File: config.mk
export PLATFORM = sky130hd
export DESIGN_NAME = mux_rr_sched
export DESIGN_NICKNAME = d
export VERILOG_FILES = /design/src/rtl/mux_rr_pkg.sv /design/src/rtl/rr_pick.sv /design/src/rtl/mux_rr_sched.sv
export SDC_FILE = /design/constraint.sdc
export NUM_CORES = 1
export LEC_CHECK = 0
export BUFFER_PORTS_ARGS = -buffer_cell sky130_fd_sc_hd__buf_4
export CAP_MARGIN = 10
export CORE_MARGIN = 5
export CORE_UTILIZATION = 40
export DETAILED_ROUTE_END_ITERATION = 8
export HOLD_SLACK_MARGIN = 0.06
export PLACE_DENSITY = 0.64
export SKIP_LAST_GASP = 1
export SLEW_MARGIN = 20
export SYNTH_ARGS = -nofsm -noshare
export SYNTH_HDL_FRONTEND = slang
export SYNTH_SLANG_ARGS = --single-unit
File: constraint.sdc
create_clock -name clk -period 5.8 [get_ports clk]
set_clock_uncertainty 0.05 [all_clocks]
set_input_delay 1.16 -clock clk [delete_from_list [all_inputs] [get_ports clk]]
set_output_delay 1.16 -clock clk [all_outputs]
set_load 0.005 [all_outputs]
File: src/rtl/mux_rr_pkg.sv
// mux_rr_pkg: shared definitions for the round-robin mux scheduler.
//   N      : number of requesters / mux inputs
//   SEL_W  : select width, log2(N)
//   state_t: scheduler FSM state encoding
//   onehot : select index -> one-hot grant vector
package mux_rr_pkg;

   localparam int N     = 8;
   localparam int SEL_W = 3;

   typedef enum logic {
      IDLE  = 1'b0,
      GRANT = 1'b1
   } state_t;

   function automatic logic [N-1:0] onehot(input logic [SEL_W-1:0] s);
      logic [N-1:0] v;
      v    = '0;
      v[s] = 1'b1;
      return v;
   endfunction

endpackage

File: src/rtl/rr_pick.sv
// rr_pick: combinational rotating-priority picker.
//   req  [N-1:0]     : request vector
//   last [SEL_W-1:0] : most recently serviced index (lowest priority)
//   any              : at least one request is set
//   idx  [SEL_W-1:0] : winning index, first set request scanning last+1, last+2, ...
module rr_pick
   import mux_rr_pkg::*;
(
   input  logic [N-1:0]     req,
   input  logic [SEL_W-1:0] last,
   output logic             any,
   output logic [SEL_W-1:0] idx
);

   logic [SEL_W-1:0] cand;

   // Walk from the farthest candidate (last itself) to the nearest (last+1)
   // so the nearest set request is the one left standing in idx.
   always_comb begin
      any  = 1'b0;
      idx  = '0;
      cand = '0;
      for (int i = N; i >= 1; i--) begin
         cand = last + SEL_W'(i);
         if (req[cand]) begin
            any = 1'b1;
            idx = cand;
         end
      end
   end

endmodule

File: src/rtl/mux_rr_sched.sv
// mux_rr_sched: round-robin scheduler driving the select of an 8:1 single-bit mux.
//   clk      : system clock, rising edge
//   rst      : synchronous active-high reset
//   req      : level-sensitive request per requester
//   d        : data bit per requester (mux inputs)
//   sel      : registered mux select (index of granted requester)
//   gnt      : registered one-hot grant, zero when idle
//   valid    : registered, high while a grant is active
//   y        : d[sel] while valid, else 0
//   state    : FSM state (debug visibility)
//   hold_cnt : cycles already spent in the current tenure (debug visibility)
//
// Handshake: req[i] is held high for as long as requester i wants service;
// the requester owns the mux on every cycle where gnt[i]/valid are high, and
// loses it at the edge after it drops req[i] or after MAX_HOLD granted cycles.
module mux_rr_sched
   import mux_rr_pkg::*;
#(
   parameter int MAX_HOLD = 4
) (
   input  logic             clk,
   input  logic             rst,
   input  logic [N-1:0]     req,
   input  logic [N-1:0]     d,
   output logic [SEL_W-1:0] sel,
   output logic [N-1:0]     gnt,
   output logic             valid,
   output logic             y,
   output state_t           state,
   output logic [3:0]       hold_cnt
);

   localparam logic [3:0] HOLD_LAST = 4'(MAX_HOLD - 1);

   logic [SEL_W-1:0] last;
   logic [SEL_W-1:0] pick_last;
   logic             pick_any;
   logic [SEL_W-1:0] pick_idx;
   logic             rel;

   state_t           state_n;
   logic [3:0]       hold_n;
   logic [SEL_W-1:0] last_n;
   logic [SEL_W-1:0] sel_n;
   logic [N-1:0]     gnt_n;
   logic             valid_n;

   // On release the outgoing holder becomes the pointer immediately, so the
   // re-pick in the same cycle already treats it as lowest priority.
   always_comb begin
      rel       = (state == GRANT) && (!req[sel] || (hold_cnt == HOLD_LAST));
      pick_last = rel ? sel : last;
   end

   rr_pick u_pick (
      .req  (req),
      .last (pick_last),
      .any  (pick_any),
      .idx  (pick_idx)
   );

   // State register
   always_ff @(posedge clk) begin
      if (rst) begin
         state    <= IDLE;
         hold_cnt <= '0;
         last     <= SEL_W'(N - 1);
         sel      <= '0;
         gnt      <= '0;
         valid    <= 1'b0;
      end else begin
         state    <= state_n;
         hold_cnt <= hold_n;
         last     <= last_n;
         sel      <= sel_n;
         gnt      <= gnt_n;
         valid    <= valid_n;
      end
   end

   // Next-state logic
   always_comb begin
      state_n = state;
      hold_n  = hold_cnt;
      last_n  = last;
      sel_n   = sel;
      gnt_n   = gnt;
      valid_n = valid;
      case (state)
         IDLE: begin
            if (pick_any) begin
               state_n = GRANT;
               sel_n   = pick_idx;
               gnt_n   = onehot(pick_idx);
               valid_n = 1'b1;
               hold_n  = '0;
            end
         end
         GRANT: begin
            if (!rel) begin
               hold_n = hold_cnt + 4'd1;
            end else begin
               last_n = sel;
               hold_n = '0;
               if (pick_any) begin
                  sel_n = pick_idx;
                  gnt_n = onehot(pick_idx);
               end else begin
                  // sel keeps its last value while idle
                  state_n = IDLE;
                  gnt_n   = '0;
                  valid_n = 1'b0;
               end
            end
         end
         default: begin
            state_n = IDLE;
            gnt_n   = '0;
            valid_n = 1'b0;
         end
      endcase
   end

   // Output logic
   always_comb begin
      y = valid ? d[sel] : 1'b0;
   end

endmodule

==> results.yml <==
outcome:
  status: "completed"
logic_synthesis:
  yosysTopAreaCell: "dfxtp_1"
  synth_top_area_share_pct: 15.6
  synth-seq-area-share_pct: 15.6
  ys_seq_elements: 20
  synthMuxAreaShare_pct: 16.1
  avgSynthCellArea_sq_um: 7.87
  synth_edf_count: 0
  synthAdderAreaFrac_pct: 1.95
  synth_compound_area_share_pct: 36.8
  synth-xor-area-share_pct: 0
  synth_ff_type: "dfxtp_1"
  synth_warnings: 0
  ys_top_cells_by_count: "25 x a21oi_1, 25 x nand2_1, 25 x nor2_1"
  synthCells: 326
  synth.distinct_cells: 74
  synth_nets: 348
  yosys.area_share.simple_pct: 24.0
  synth_top_family_by_area: "compound AO/OA/AOI/OAI gates"
  synthTopCellsByArea: "dfxtp_1 16%, mux2i_1 8.2%, a21oi_1 4.9%, mux4_2 4.4%, nand2_1 3.7%"
  netlist_area_sq_um: 2560
  async_flop_share_pct: 0
pwr:
  swShare_pct: 53.5
  power.leakage_nw: 1.24
  internal_power_mw: 0.956
  power.density_nw_per_um2: 680
  pwr-share-comb_pct: 82.7
  power.share.sequential_pct: 10.5
  clock_power_share_pct: 6.8
  switchingPower_mw: 1.10
  irDropWorstVdd_mv: 0.363
clock_network:
  post_cts_buffers: 0
  clock-sinks: 20
  cts_buffer_depth: 2
  htreeDepth: 1
  clk_latency_ns: 0.26
  clkSlewWorstSetupHoldPaths_ns: 0.08
  postCtsResizedCells: 0
  tritoncts: "built"
  cts-root-buf: "clkbuf_8"
  cts_buffers: 3
  postCtsHoldBufs: 0
worst_setup_path:
  path_cells: "buf_4 > mux2_2 > a22o_1 > o21ai_2 > nand2_1 > nor2_1 > a21oi_1 > buf_4 > ha_1 > inv_1 > nor2_1 > a32o_1 > a221oi_1 > mux4_2 > o2111ai_1 > nor4_4 > ha_1 > or4b_2 > a21oi_1"
  critPathKind: "in2reg"
  worstPathBufferInverterCount: 3
  crit_slowest_cell: "or4b_2"
  crit_family: "compound AO/OA/AOI/OAI gates"
  cp-start-kind: "input pin"
  required_ns: 5.95
  r2r-end: "hold_cnt[2]"
  rr_worst_depth: 19
  rr_startpoint: "sel[0]"
  cpPeakStageDelay_ns: 0.68
  worstPathArrival_ns: 5.60
  cp_max_fo: 11
  ff2ff_setup_slack_ns: 0.68
  end_kind: "flip-flop"
sta:
  fin_setup_tns_ns: 0
  drv_slew: 0
  setup_viol: 0
  max-slew-margin-rel_pct: 46.4
  rsz0062_at_grt: "false"
  period_share_pct: 94.1
  period_minus_slack_ns: 5.46
  max_freq_ghz: 0.183
  finalHoldViolCount: 0
  worst_pin_slew_ns: 0.804
  setup_ws_ns: 0.344
global_route:
  grt.overflow.total: 0
  grt_pass1_vias: 2571
  grt_pass1_wl_mm: 13.2
  antenna_found_initial: 0
  grt_max_degree: 22
  grt_util_all_layers_pct: 18.9
place:
  hpwlAfterDp_mm: 6.10
  globalplace.congestion: 0.962
  portBuffers: 35
  pre_cts_slack_ns: 0.147
floorplan:
  io_pins: 36
  start_util_pct: 40.9
  rows: 29
  dieArea_sq_um: 8110
  coreArea_sq_um: 6280
  fp.dieH_microns: 90.1
  dieWidth_microns: 90.1
drt:
  ant_nets: 0
  wl_per_cell_microns: 18.4
  drc_errors: 0
  viasPerCell: 6.53
  drtPass1Iterations: 5
  vias: 2849
  drt_iter0_drc: 278
  wl_mm: 8.03
layout:
  area_growth_pct: 17.8
  fill_cells: 616
  insertedDiodeCount: 0
  nets: 382
  drive_gt1_share_pct: 25.1
job:
  cap_violations: 0
hold_path:
  worstHoldStart: "gnt[6]"
  worstHoldEndpoint: "gnt[6]"
  min_path_cells: 1
  hold_path.class: "reg2reg"
[layout by cell type, fill, tap and decap left out, types with 4 or more instances in the layout]
master	instances
o2bb2ai_1	6
o211ai_1	5
a22o_1	8
o21a_1	5
o211a_1	4
dfxtp_1	20
a211oi_1	6
and2_1	5
nand2b_1	5
a221o_1	4
buf_4	53
a21oi_1	25
nand2_1	25
o22ai_1	4
mux2i_1	21
a32o_1	4
ha_1	4
and3_1	6
o21ai_0	14
nor2_1	25
nand3_1	13
mux2_2	8
mux4_2	5
nor3_1	9
inv_1	7
[through the flow]
step | area, sq um | util (%) | cells | total power [mW] | hold WS (ns)
2_1_floorplan | 2560 | - | 326 | 1.44 | 0.406
5_1_grt | 3020 | 48.1 | 436 | 2.23 | 0.438
3_3_place_gp | 2950 | 47.0 | 432 | 1.88 | 0.403
6_report | 3020 | 48.1 | 436 | 2.05 | 0.420
3_5_place_dp | 2950 | 47.0 | 432 | 1.87 | 0.403
4_1_cts | 3020 | 48.1 | 436 | 2.02 | 0.425
[cell type report]
type,instances,area [sq um],area share (%)
Timing Repair Buffer,53,398,13.2
Clock inverter,1,30.0,0.994
Sequential cell,20,400,13.3
Multi-Input combinational cell,274,2020,67.0
Tap cell,77,96.3,3.19
Inverter,8,30.0,0.994
Clock buffer,3,41.3,1.37
[state kept, by name, indices dropped and copies added (netlist names)]
name and count:
state 1, gnt 8, hold_cnt 4, sel 3, last 3, valid 1
[worst max-delay path by stage]
stage          startpoint           to  slack [ns]  cells past startpoint
6_report           req[1]  hold_cnt[2]        0.34                     19
4_1_cts            req[1]  hold_cnt[2]        0.39                     19
3_5_place_dp       req[1]  hold_cnt[2]        0.15                     19
2_1_floorplan      req[1]        valid        0.13                     19
5_1_grt            req[1]  hold_cnt[2]        0.09                     19
3_3_place_gp       req[1]  hold_cnt[2]        0.23                     19
[cell families (layout without fill, tap and decap cells)]
group | after synthesis | count (layout)
compound gates | 124 | 124
simple gates | 112 | 112
mux | 34 | 34
flops | 20 | 20
fa+ha+maj | 4 | 4
buf+inv | 32 | 65
[per-layer routing]
layer,vias up,part of all wire [%],wire length [microns],global-route usage [%]
met3,13,7.6,609,2.50
li1,1347,-,-,-
met1,1357,45,3580,26.3
met4,0,1.3,107,3.72
met2,132,46,3730,31.2
met5,-,0,0,0
[power groups by stage]
| stage | sequential, mW | clock (mW) | combinational [mW] |
|---|---|---|---|
| detailed placement | 0.218 | 0 | 1.66 |
| CTS | 0.215 | 0.139 | 1.67 |
| floorplan | 0.188 | 0 | 1.25 |
| finish | 0.216 | 0.140 | 1.70 |
| global placement | 0.217 | 0 | 1.66 |
| global route | 0.220 | 0.145 | 1.86 |
Power figures use the tool's default switching activity.
